### src/rtl/sram_controller_pkg.sv
// Shared constants and state encoding for the SRAM data-memory responder
// and its helper counter.
package sram_controller_pkg;

  localparam int SRAM_ADDR_LEN    = 18;
  localparam int SRAM_DATA_LEN    = 16;
  localparam int SRAM_ADDR_OFFSET = 1024;
  localparam int WAIT_W           = 4;

  typedef enum logic [1:0] {
    SRAM_IDLE = 2'd0,
    SRAM_LO   = 2'd1,
    SRAM_HI   = 2'd2,
    SRAM_DONE = 2'd3
  } sram_state_t;

endpackage

### src/rtl/sram_wait_counter.sv
// Phase timer: load starts a phase of WAIT_CYCLES clocks, and phase_done
// marks the last clock of that phase.
module sram_wait_counter
  import sram_controller_pkg::*;
#(
  parameter int WAIT_CYCLES = 1
) (
  input  logic clk,
  input  logic rst,
  input  logic load,
  input  logic enable,
  output logic phase_done
);

  logic [WAIT_W-1:0] count;

  // NOTE: sequential state uses non-blocking assignments so every flop
  // samples the pre-edge values, regardless of block evaluation order.
  always_ff @(posedge clk) begin
    if (!rst) begin
      count <= '0;
    end else if (load) begin
      count <= WAIT_W'(WAIT_CYCLES - 1);
    end else if (enable && count != '0) begin
      count <= count - 1'b1;
    end
  end

  assign phase_done = (count == '0);

endmodule

### src/rtl/sram_controller.sv
// MEM-stage data memory responder: one 32-bit word per request, served as two
// halfword accesses to an external asynchronous 16-bit SRAM.
module sram_controller
  import sram_controller_pkg::*;
#(
  parameter int ADDR_OFFSET = SRAM_ADDR_OFFSET,
  parameter int WAIT_CYCLES = 1,
  parameter int SRAM_ADDR_W = SRAM_ADDR_LEN
) (
  input  logic                     clk,
  input  logic                     rst,
  input  logic                     wr_en,
  input  logic                     rd_en,
  input  logic [31:0]              address,
  input  logic [31:0]              write_data,
  output logic [31:0]              read_data,
  output logic                     ready,
  output logic [SRAM_ADDR_W-1:0]   sram_addr,
  output logic [SRAM_DATA_LEN-1:0] sram_dq_out,
  input  logic [SRAM_DATA_LEN-1:0] sram_dq_in,
  output logic                     sram_dq_oe,
  output logic                     sram_we_n,
  output logic                     sram_oe_n
);

  sram_state_t             state;
  logic                    is_write;
  logic [SRAM_ADDR_W-1:0]  base;
  logic [15:0]             wdata_hi;
  logic [SRAM_ADDR_W-1:0]  req_base;
  logic                    request;
  logic                    phase_done;
  logic                    cnt_load;
  logic                    cnt_enable;

  // Halfword index of the word, bit 0 cleared; byte-lane bits drop out.
  assign req_base = SRAM_ADDR_W'(((address - 32'(ADDR_OFFSET)) >> 2) << 1);
  assign request  = rd_en | wr_en;

  assign cnt_load   = (state == SRAM_IDLE && request) ||
                      (state == SRAM_LO && phase_done);
  assign cnt_enable = (state == SRAM_LO) || (state == SRAM_HI);

  sram_wait_counter #(.WAIT_CYCLES(WAIT_CYCLES)) u_wait (
    .clk        (clk),
    .rst        (rst),
    .load       (cnt_load),
    .enable     (cnt_enable),
    .phase_done (phase_done)
  );

  // NOTE: default assignment first so no path leaves ready unassigned,
  // which would otherwise infer a latch.
  always_comb begin
    ready = 1'b0;
    case (state)
      SRAM_IDLE: ready = ~request;
      SRAM_DONE: ready = 1'b1;
      default:   ready = 1'b0;
    endcase
  end

  always_ff @(posedge clk) begin
    if (!rst) begin
      state       <= SRAM_IDLE;
      is_write    <= 1'b0;
      base        <= '0;
      wdata_hi    <= '0;
      // NOTE: read_data is architecturally visible, so it is reset along
      // with the pad controls rather than left undefined.
      read_data   <= '0;
      sram_addr   <= '0;
      sram_dq_out <= '0;
      sram_dq_oe  <= 1'b0;
      sram_we_n   <= 1'b1;
      sram_oe_n   <= 1'b1;
    end else begin
      case (state)
        SRAM_IDLE: begin
          if (request) begin
            // Write wins when both enables are high.
            is_write    <= wr_en;
            base        <= req_base;
            wdata_hi    <= write_data[31:16];
            sram_addr   <= req_base;
            sram_dq_out <= wr_en ? write_data[15:0] : '0;
            sram_dq_oe  <= wr_en;
            sram_we_n   <= ~wr_en;
            sram_oe_n   <= wr_en;
            state       <= SRAM_LO;
          end
        end
        SRAM_LO: begin
          if (phase_done) begin
            if (!is_write) read_data[15:0] <= sram_dq_in;
            sram_addr   <= base | SRAM_ADDR_W'(1);
            sram_dq_out <= is_write ? wdata_hi : '0;
            state       <= SRAM_HI;
          end
        end
        SRAM_HI: begin
          if (phase_done) begin
            if (!is_write) read_data[31:16] <= sram_dq_in;
            sram_dq_oe <= 1'b0;
            sram_we_n  <= 1'b1;
            sram_oe_n  <= 1'b1;
            state      <= SRAM_DONE;
          end
        end
        default: state <= SRAM_IDLE;
      endcase
    end
  end

endmodule

### config.mk
export PLATFORM = sky130hd
export DESIGN_NAME = sram_controller
export DESIGN_NICKNAME = d
export VERILOG_FILES = /design/src/rtl/sram_controller_pkg.sv /design/src/rtl/sram_wait_counter.sv /design/src/rtl/sram_controller.sv
export SDC_FILE = /design/constraint.sdc
export NUM_CORES = 1
export LEC_CHECK = 0
export BUFFER_PORTS_ARGS = -buffer_cell sky130_fd_sc_hd__buf_2
export CAP_MARGIN = 20
export CORE_ASPECT_RATIO = 1.1
export CORE_MARGIN = 2
export CORE_UTILIZATION = 50
export DETAILED_ROUTE_END_ITERATION = 7
export HOLD_SLACK_MARGIN = 0.12
export PLACE_DENSITY_LB_ADDON = 0.15
export REMOVE_ABC_BUFFERS = 1
export SLEW_MARGIN = 30
export SYNTH_ARGS = -nofsm -noshare
export SYNTH_HDL_FRONTEND = slang
export SYNTH_SLANG_ARGS = --single-unit
### constraint.sdc
create_clock -name clk -period 2.37 [get_ports clk]
set_input_delay 0.3555 -clock clk [delete_from_list [all_inputs] [get_ports clk]]
set_output_delay 0.3555 -clock clk [all_outputs]
set_load 0.02 [all_outputs]
==> impl_metrics.json <==
{
  "worstMarginPinSlew_ns": 0.589,
  "status": "completed",
  "postLayoutCoreUtil_pct": 63.3,
  "post-cts-setup-buffer-count": 0,
  "multiInputGateArea_um2": 2050,
  "number_of_global_route_vias_before_repair": 3627,
  "placementRows": 35,
  "final_net_count": 743,
  "postSynth.asyncResetShare_pct": 0,
  "post_cts_hold_buffer_count": 0,
  "fmax_mhz": 465,
  "stdcell_area_um2": 5380,
  "area_delta_synth_final_pct": 21.8,
  "capturing_instance_or_port_of_the_critical_path": "ready",
  "grt_antenna_before_repair": 0,
  "cts_tree": "built",
  "grt_use_total_pct": 21.8,
  "tritoncts.num_buffers": 9,
  "netlist_area_um2": 4410,
  "final_cell_mix": "buf_2 (138), nand2_1 (130), dfxtp_1 (109)",
  "critPathTopFamily": "simple AND/OR/NAND/NOR gates",
  "hold_depth": 3,
  "fin_crit_ns": 2.15,
  "synthFlopType": "dfxtp_1",
  "dr_wl_met3_um": 541,
  "most_common_library_cell_in_the_layout_ignoring_fill_and_taps": "buf_2",
  "sequential_cell_area_um2": 2180,
  "maxCapViolCount": 0,
  "cts_resized": 0,
  "synth.ff_latch_count": 109,
  "portBuffers": 138,
  "avgRoutedWirePerCell_um": 13.8,
  "worst-path-max-fanout": 6,
  "synthDistinctLibCells": 44,
  "final_layout_size_suffix_gt1_share_pct": 26.1,
  "placeableCoreArea_um2": 8500,
  "detail_route.wirelength.met1_um": 4680,
  "fin_setup_tns_ns": 0,
  "initial_core_util_pct": 51.9,
  "avgSynthCellArea_um2": 8.31,
  "maximum_number_of_pins_on_one_net_before_global_route_repair": 64,
  "power-per-cell-area_nw_per_um2": 1110,
  "die_h_um": 103,
  "drtAntennaViolNets": 0,
  "regToRegSetupSlack_ns": 0.32,
  "crit_path_setup_slack_layout_ns": 0.222,
  "worstPathRequired_ns": 2.01,
  "yosys_warnings": 0,
  "worst_path_largest_cell_delay_ns": 0.38,
  "layout_worst_path_cycle_share_pct": 90.7,
  "postSynthCellCount": 531,
  "path_cells": "inv_1 -> ha_1 -> nor3b_2 -> nor2_1 -> nor2_1 -> buf_2",
  "cp_num_buf_inv": 2,
  "cp_common_cell": "nor2_1",
  "worstHoldPathType": "primary input to register",
  "cts_max_level": 3,
  "crit_slowest_cell": "nor3b_2",
  "grt_setup_unrepaired": "no",
  "r2r_start": "state[1]",
  "insertedDiodeCount": 0,
  "clockBufferDepth": 2,
  "first_iter_violations": 104,
  "detailedRoute.firstPassIterationCount": 4,
  "worstSetupEndpointType": "output pin",
  "leakagePower_nw": 2.30,
  "design.die.area_um2": 9590,
  "fin_worst_skew_ns": 0.0131,
  "critical_path.reg2reg.endpoint": "sram_addr[15]",
  "timing.slew.headroom_pct": 60.8,
  "drcViolationCount": 0,
  "fp.dieW_um": 93.6,
  "report.final.setup_viol": 0,
  "via_count_of_the_routed_design": 4028,
  "worst-path-stages": 6,
  "synth-seq-area-share_pct": 49.4,
  "worst-setup-path-type": "register to output pin",
  "numClockSinks": 109,
  "clkLatencyLatePin_ns": 0.36,
  "clk_root_buffer_cell": "clkbuf_8",
  "routed_wl_um": 10600,
  "pin_count": 154,
  "overflow": 0,
  "max-vdd-ir-drop_mv": 0.757,
  "synth_edf_count": 0,
  "maxUsedRoutingLayer": "met4",
  "grt_first_pass_wirelength_um": 16800,
  "wl_met2_um": 5140,
  "number_of_fill_cells": 768,
  "worst_hold_margin_ns": 0.218,
  "crit_path_start": "state[0]",
  "post_cts_clock_slew_at_the_launch_and_capture_registers_of_the_worst_setup_and_hold_paths_ns": 0.11,
  "timing_hold_violations_final": 0,
  "gp_congestion": 0.751,
  "finalMaxSlewViolations": 0,
  "arrival_ns": 1.79,
  "detailedPlacementHpwl_um": 7170,
  "place_area_um2": 5190,
  "r2r_cells": 7,
  "routed_via_density": 5.24,
  "dpl_worst_slack_ns": 0.350,
  "critical_path.startpoint_type": "register"
}
==> cell usage after synthesis (4+ instances only) <==
cell        n  area [um^2]
inv_1       8         30.0
nand2_1   130          488
buf_1       6         22.5
xor2_1      6         52.6
o21ai_0    11         55.1
a21oi_1    63          315
a22oi_1    18          135
buf_2       9         45.0
mux2i_1    13          130
ha_1        6         75.1
dfxtp_1   109         2180
a211oi_1   30          225
clkbuf_1   23         86.3
nand3_1     4         20.0
nor2_1     47          176
nand2b_1    6         37.5
nor3_1      4         20.0
==> power breakdown <==
| part | internal, mW | switching (mW) | total, mW |
|---|---|---|---|
| Combinational | 0.858 | 1.55 | 2.41 |
| Clock | 0.425 | 0.636 | 1.06 |
| Sequential | 2.28 | 0.216 | 2.49 |
==> worst register-to-register path, cell delays in order, from the launching register on <==
cell and delay (ns):
dfxtp_1 0.35, inv_1 0.08, ha_1 0.34, nand4bb_1 0.31
o22ai_4 0.23, buf_12 0.30, nand3_1 0.13, o32ai_1 0.23
==> per-layer routing <==
| layer | vias to the layer above | global-route usage, % |
|---|---|---|
| met5 | - | 0 |
| li1 | 2053 | - |
| met2 | 104 | 37.2 |
| met4 | 0 | 8.92 |
| met1 | 1852 | 27.4 |
| met3 | 19 | 4.09 |
==> stage by stage <==
step	std cells	total power [mW]
after floorplan	492	4.11
final	769	5.96
after global routing	769	6.38
after global placement	753	4.88
after CTS	769	6.01
after detailed placement	753	4.96
==> registers in the layout, indices dropped and copies added, names as in the netlist <==
name,flops
sram_we_n,1
u_wait.count,4
sram_addr,18
sram_dq_oe,1
sram_dq_out,16
sram_oe_n,1
state,2
base,17
is_write,1
read_data,32
wdata_hi,16
==> logic make-up (layout without fill, tap and decap cells) <==
logic type               after synthesis  in the layout  share of synthesized area (%)
AO/OA/AOI/OAI                        137            137                           19.3
XOR/XNOR                               9              9                           1.79
adder cells (fa/ha/maj)                6              6                           1.70
buffers and inverters                 47            174                           4.42
flip-flops                           109            109                           49.4
multiplexers                          13             13                           2.95
AND/OR/NAND/NOR                      210            210                           20.4
==> area by class of cell <==
cell class / count / share of cell area (%)
clock buffers: 11 / 2.63
clock inverters: 5 / 0.815
inverters: 8 / 0.559
multi-input cells: 375 / 38.1
flip-flops and latches: 109 / 40.6
well taps: 111 / 2.58
repair buffers: 150 / 14.8
==> worst min-delay path by stage <==
stage,slack [ns],to,from
after floorplan,0.42,sram_oe_n,rst
after global placement,0.44,read_data[12],read_data[12]
after detailed placement,0.44,read_data[2],read_data[2]
after CTS,0.20,wdata_hi[0],write_data[16]
after global routing,0.21,read_data[12],sram_dq_in[12]
final,0.22,wdata_hi[6],write_data[22]
Power figures use the tool's default switching activity.
